<file path="src/rtl/sdmac_pkg.sv">
`default_nettype none
// +----------------------------------------------------------------------------
// | sdmac_pkg : shared constants and byte-lane helpers for the SDMAC DMA FIFO
// | Rev 1.0
// +----------------------------------------------------------------------------
package sdmac_pkg;

   localparam int DEPTH_DEF = 8;

   // Byte-enable patterns; lane 0 is the most significant byte (big-endian bus)
   localparam logic [3:0] c_LANE_B0 = 4'b1000;
   localparam logic [3:0] c_LANE_B1 = 4'b0100;
   localparam logic [3:0] c_LANE_B2 = 4'b0010;
   localparam logic [3:0] c_LANE_B3 = 4'b0001;

   function automatic logic [3:0] lane_sel(input logic [1:0] bo);
      case (bo)
         2'd0:    lane_sel = c_LANE_B0;
         2'd1:    lane_sel = c_LANE_B1;
         2'd2:    lane_sel = c_LANE_B2;
         default: lane_sel = c_LANE_B3;
      endcase
   endfunction

   function automatic logic [7:0] lane_byte(input logic [31:0] word, input logic [1:0] bo);
      case (bo)
         2'd0:    lane_byte = word[31:24];
         2'd1:    lane_byte = word[23:16];
         2'd2:    lane_byte = word[15:8];
         default: lane_byte = word[7:0];
      endcase
   endfunction

endpackage
`default_nettype wire

</file>
<file path="src/rtl/sdmac_fifo_ram.sv">
`default_nettype none
// +----------------------------------------------------------------------------
// | sdmac_fifo_ram : DEPTH x 32 storage, per-byte write enables, async read
// | Rev 1.0
// +----------------------------------------------------------------------------
module sdmac_fifo_ram #(
   parameter int DEPTH = 8,
   parameter int AW    = 3
) (
   input  logic          i_clk,
   input  logic [3:0]    i_we,
   input  logic [AW-1:0] i_waddr,
   input  logic [31:0]   i_wdata,
   input  logic [AW-1:0] i_raddr,
   output logic [31:0]   o_rdata
);

   for (genvar k = 0; k < 4; k++) begin : g_lane
      logic [7:0] r_mem [DEPTH];

      always_ff @(posedge i_clk) begin
         if (i_we[k]) r_mem[i_waddr] <= i_wdata[8*k +: 8];
      end

      assign o_rdata[8*k +: 8] = r_mem[i_raddr];
   end

endmodule
`default_nettype wire

</file>
<file path="src/rtl/sdmac_fifo.sv">
`default_nettype none
// +----------------------------------------------------------------------------
// | sdmac_fifo : long-word DMA FIFO between the SCSI byte port and CPU bus master
// | Rev 1.0
// +----------------------------------------------------------------------------
module sdmac_fifo
   import sdmac_pkg::*;
#(
   parameter int DEPTH = DEPTH_DEF,
   parameter int PTR_W = $clog2(DEPTH)
) (
   input  logic        CLK,
   input  logic        RESET,
   input  logic        FIFO_CLR,
   input  logic [31:0] ID,
   input  logic        PLHW,
   input  logic        PLLW,
   input  logic        INCNI,
   input  logic        INCNO,
   input  logic        INCFIFO,
   input  logic        DECFIFO,
   input  logic        DMADIR,
   input  logic        SCSI_WR,
   input  logic [7:0]  SCSI_DIN,
   input  logic        INCBO,
   output logic [31:0] OD,
   output logic [7:0]  SCSI_DOUT,
   output logic        FIFOEMPTY,
   output logic        FIFOFULL,
   output logic        LASTWORD,
   output logic        BOEQ0,
   output logic        BOEQ3
);

   localparam logic [PTR_W:0] c_FULL_CNT = (PTR_W+1)'(DEPTH);
   localparam logic [PTR_W:0] c_ONE_CNT  = (PTR_W+1)'(1);

   logic [PTR_W-1:0] r_wp;
   logic [PTR_W-1:0] r_rp;
   logic [PTR_W:0]   r_cnt;
   logic [1:0]       r_bo;

   logic             w_flush;
   logic             w_inc;
   logic             w_dec;
   logic [3:0]       w_we;
   logic [31:0]      w_wdata;

   assign w_flush = RESET | FIFO_CLR;
   // Simultaneous INC/DEC cancel; saturate rather than wrap at the ends
   assign w_inc   = INCFIFO & ~DECFIFO & ~FIFOFULL;
   assign w_dec   = DECFIFO & ~INCFIFO & ~FIFOEMPTY;

   always_ff @(posedge CLK) begin
      if (w_flush) begin
         r_wp  <= '0;
         r_rp  <= '0;
         r_cnt <= '0;
         r_bo  <= '0;
      end else begin
         if (INCNI) r_wp <= r_wp + 1'b1;
         if (INCNO) r_rp <= r_rp + 1'b1;
         if (INCBO) r_bo <= r_bo + 1'b1;
         if (w_inc)      r_cnt <= r_cnt + 1'b1;
         else if (w_dec) r_cnt <= r_cnt - 1'b1;
      end
   end

   // CPU half-word loads override a SCSI byte landing in the same half
   always_comb begin
      w_wdata = {4{SCSI_DIN}};
      w_we    = (SCSI_WR && !DMADIR) ? lane_sel(r_bo) : 4'b0000;
      if (PLHW) begin
         w_we[3:2]      = 2'b11;
         w_wdata[31:16] = ID[31:16];
      end
      if (PLLW) begin
         w_we[1:0]      = 2'b11;
         w_wdata[15:0]  = ID[15:0];
      end
      if (w_flush) w_we = 4'b0000;
   end

   sdmac_fifo_ram #(
      .DEPTH (DEPTH),
      .AW    (PTR_W)
   ) u_ram (
      .i_clk   (CLK),
      .i_we    (w_we),
      .i_waddr (r_wp),
      .i_wdata (w_wdata),
      .i_raddr (r_rp),
      .o_rdata (OD)
   );

   assign SCSI_DOUT = lane_byte(OD, r_bo);
   assign FIFOEMPTY = (r_cnt == '0);
   assign FIFOFULL  = (r_cnt == c_FULL_CNT);
   assign LASTWORD  = (r_cnt == c_ONE_CNT);
   assign BOEQ0     = (r_bo == 2'd0);
   assign BOEQ3     = (r_bo == 2'd3);

endmodule
`default_nettype wire

</file>
<file path="config.mk">
export PLATFORM = sky130hd
export DESIGN_NAME = sdmac_fifo
export DESIGN_NICKNAME = d
export VERILOG_FILES = /design/src/rtl/sdmac_pkg.sv /design/src/rtl/sdmac_fifo_ram.sv /design/src/rtl/sdmac_fifo.sv
export SDC_FILE = /design/constraint.sdc
export NUM_CORES = 1
export LEC_CHECK = 0
export BUFFER_PORTS_ARGS = -buffer_cell sky130_fd_sc_hd__buf_4
export CORE_ASPECT_RATIO = 1.75
export CORE_UTILIZATION = 59
export DETAILED_ROUTE_END_ITERATION = 10
export PLACE_DENSITY = 0.79
export SYNTH_ARGS = -nofsm -noshare
export SYNTH_HDL_FRONTEND = slang
export SYNTH_SLANG_ARGS = --single-unit
</file>
<file path="constraint.sdc">
create_clock -name CLK -period 2.59 [get_ports CLK]
set_clock_uncertainty 0.05 [all_clocks]
set_input_delay 0.518 -clock CLK [delete_from_list [all_inputs] [get_ports CLK]]
set_output_delay 0.518 -clock CLK [all_outputs]
set_load 0.05 [all_outputs]
</file>
==> metrics.txt <==
final global-route overflow total 0; count of filler cells inserted in the layout 1,006; Cells after Synth between 600 and 700; run status finished, violations left; Die Area 0.0197 sq mm; cell type with the highest aggregate area in the netlist sky130_fd_sc_hd__edfxtp_1; cell area reported after detailed placement 0.0127 sq mm; netlist area before placement roughly 0.011 sq mm; fin area 0.0143 sq mm; number of gates on the worst path with buffers counted 7; cell type group with the largest total delay on the critical path multiplexers; worst supply voltage drop on vdd around 0.00071 V; starting density of the core 0.603; critical-path cell with the highest stage delay sky130_fd_sc_hd__mux4_2; total of flip-flops plus latches after synthesis around 270; Worst Setup Path Type reg2out; power per cell area roughly 640 mW/mm^2; endpoints failing setup 38; per-instance average area after synthesis 17.1 sq um; worst-margin pin slew 0.776 ns; number of buffers created by CTS 23; Root Buffer sky130_fd_sc_hd__clkbuf_16; most common cell in the synthesized netlist sky130_fd_sc_hd__edfxtp_1; mean routed wirelength per cell 28.4 um; async set or reset register ratio after synthesis 0; area overhead of the layout relative to synthesis 27.1%; post-detailed-route DRC marker count 0; max_cap viols 0; number of hold violations in the final report 0; Net Sw Power 2130 uW; r2r endpoint u_ram.g_lane[3].r_mem[2][7]; first-iteration detailed-routing DRC count 901; number of routed nets with antenna violations 0; floorplan row count 66; ANT cells 0; # nets final 889; setup repair after global routing missed its margin yes; CTS Hold Buffers Added 0; launch instance of the worst min-delay path INCNI; number of unique standard cell types used by synthesis 38; Placement Setup Slack -0.0948 ns; global-route wire length before repair approximately 40,000 um; failing checks negative setup slack; routability congestion estimate between 0.8 and 0.9; period utilization 1.20; CP Buf/Inv Count 3; number of iterations in the first detailed-routing pass 8; clock-pin slew on the worst setup and hold paths 0.07 ns; overall track demand over capacity in global routing 0.292; Core Region 0.0187 sq mm; Flop pwr share 0.529; yosys warns 0; port buffer count 96; top_reg_cell synth sky130_fd_sc_hd__edfxtp_1; static power due to leakage 0.00502 uW; CP startpoint kind flop; Synth top cells by count 256 x sky130_fd_sc_hd__edfxtp_1, 72 x sky130_fd_sc_hd__nand2_1, 53 x sky130_fd_sc_hd__nor2_1; sequential cell area fraction in the yosys report 0.709; Worst Setup End Kind output pin; maximum level of the CTS H-tree 1; antenna violations before repair 0; share of layout cells above drive strength 1 0.419; die extent in y roughly 180 um; Final Routed Wirelength 30,700 um; top cells by area, synth sky130_fd_sc_hd__edfxtp_1 68%, sky130_fd_sc_hd__mux4_2 6.6%, sky130_fd_sc_hd__mux4_1 3.5%; clock group share of total power 0.364; number of synthesized flops with an enable pin 256; TritonCTS clock tree built; width of the chip 106 um; worst r2r path cells 6; TritonCTS Sinks 271; cell repeated most along the worst path sky130_fd_sc_hd__buf_12; maximum count of clock buffers along a single path 3; area fraction of the dominant cell type after synthesis 0.683; final max-slew violation count 0; count of vias placed by the detailed router 6,985; post-route minimum period 3.11 ns; combinational fraction of design power 0.107; count of boundary I/O pins 97; worst stage delay on the critical path 0.50 ns; startpoint of the worst register-to-register path r_bo[0]; post-route worst setup slack -0.521 ns; largest net degree at the start of global routing 27; post-DP HPWL 18,800 um; maximum clock frequency 321 MHz; relative slew slack 0.483; P_int around 7000 uW; required time at the endpoint of the critical path 2.02 ns; total power after layout 9200 uW; termination of the worst setup path SCSI_DOUT[5]; total nets after synthesis 720; via count of the first global-routing pass 6,872; reg-to-reg slack, setup ~0.25 ns; switching part of the total 0.231; Skew-Pair Late Insertion Delay 0.51 ns; worst path arrival time 2.54 ns; biggest fanout along the worst timing path 6; CP Cell Sequence buf_12, buf_12, mux4_2, mux2_4, a32oi_2, a21oi_2, buf_6; post-DR vias/cell 6.46; type of the most critical hold path in2reg
==> flip-flops by register name (all words and copies together), names as in the netlist, named ones only <==
| name | flops |
|---|---|
| r_cnt | 4 |
| r_wp | 3 |
| u_ram.g_lane.r_mem | 256 |
| r_rp | 3 |
| r_bo | 2 |
==> final cells by class <==
type | count | area [sq um] | share of cell area
sequential | 271 | 8000 | 0.559
inverter | 5 | 18.8 | 0.00131
multi-input combinational | 348 | 3450 | 0.241
tap | 238 | 298 | 0.0208
timing repair buffer | 179 | 1810 | 0.127
clock buffer | 28 | 614 | 0.0429
clock inverter | 13 | 114 | 0.00796
==> layout by cell type, fill, tap and decap left out, types with 12 or more instances in the layout <==
| cell | synthesis | routed |
|---|---|---|
| sky130_fd_sc_hd__nand2_1 | 72 | 72 |
| sky130_fd_sc_hd__buf_8 | 0 | 15 |
| sky130_fd_sc_hd__mux2i_1 | 36 | 25 |
| sky130_fd_sc_hd__a21oi_2 | 0 | 12 |
| sky130_fd_sc_hd__nor2_1 | 53 | 46 |
| sky130_fd_sc_hd__dfxtp_1 | 15 | 12 |
| sky130_fd_sc_hd__mux2_4 | 0 | 24 |
| sky130_fd_sc_hd__mux4_2 | 33 | 46 |
| sky130_fd_sc_hd__clkbuf_16 | 0 | 26 |
| sky130_fd_sc_hd__buf_12 | 0 | 12 |
| sky130_fd_sc_hd__buf_6 | 4 | 36 |
| sky130_fd_sc_hd__buf_4 | 3 | 112 |
| sky130_fd_sc_hd__a22oi_2 | 0 | 14 |
| sky130_fd_sc_hd__edfxtp_1 | 256 | 256 |
| sky130_fd_sc_hd__nand2b_1 | 16 | 16 |
==> kinds of logic after synthesis <==
kind of cell / after synthesis / synth area share
flip-flops: 271 / 0.709
AND/OR/NAND/NOR: 178 / 0.0728
multiplexers: 108 / 0.157
AO/OA/AOI/OAI: 48 / 0.0293
buffers and inverters: 40 / 0.0174
adder cells (fa/ha/maj): 9 / 0.0100
XOR/XNOR: 5 / 0.00389
==> metrics by stage <==
stage	instances	util	TNS, ns	hold slack [ns]
5_1_grt	1082	0.767	-11.37	0.230
6_report	1082	0.767	-9.85	0.234
3_3_place_gp	1021	0.680	-0.0161	0.467
3_5_place_dp	1021	0.680	-0.124	0.464
2_1_floorplan	659	-	0	0.435
4_1_cts	1074	0.746	-8.90	0.230
==> what timing repair did <==
item	4_1_cts	5_1_grt
endpoints found under the setup margin	40	40
setup buffers	12	10
gates cloned	0	3
pin swaps	11	18
resized for setup	108	77
hold endpoints to repair	0	0
==> how the worst min path moves through the flow <==
stage	to	slack, ns	cells past startpoint
floorplan	flop	0.43	2
global placement	flop	0.47	2
detailed placement	flop	0.46	2
CTS	r_bo[0]	0.23	3
global route	r_wp[1]	0.23	3
finish	r_wp[1]	0.23	3
==> power by group through the flow <==
| stage | logic (uW) | registers, uW | clock network, uW |
|---|---|---|---|
| after global placement | 761 | 4960 | 0 |
| after floorplan | 498 | 4950 | 0 |
| after global routing | 1020 | 4870 | 3510 |
| after detailed placement | 783 | 4970 | 0 |
| final | 986 | 4870 | 3350 |
| after CTS | 886 | 4870 | 3340 |
==> routing by layer <==
metal,vias up,GRT usage,share of wire
met2,515,0.501,0.52
met3,131,0.0396,0.086
met1,3449,0.341,0.32
met4,0,0.197,0.072
li1,2890,-,-
met5,-,0,0
==> worst min-delay path, cell delays in order <==
cell and delay [ns]:
sky130_fd_sc_hd__buf_4 0.10, sky130_fd_sc_hd__mux2i_1 0.06, sky130_fd_sc_hd__nor2_1 0.08
Note: power is estimated with default switching activity, not from simulation.
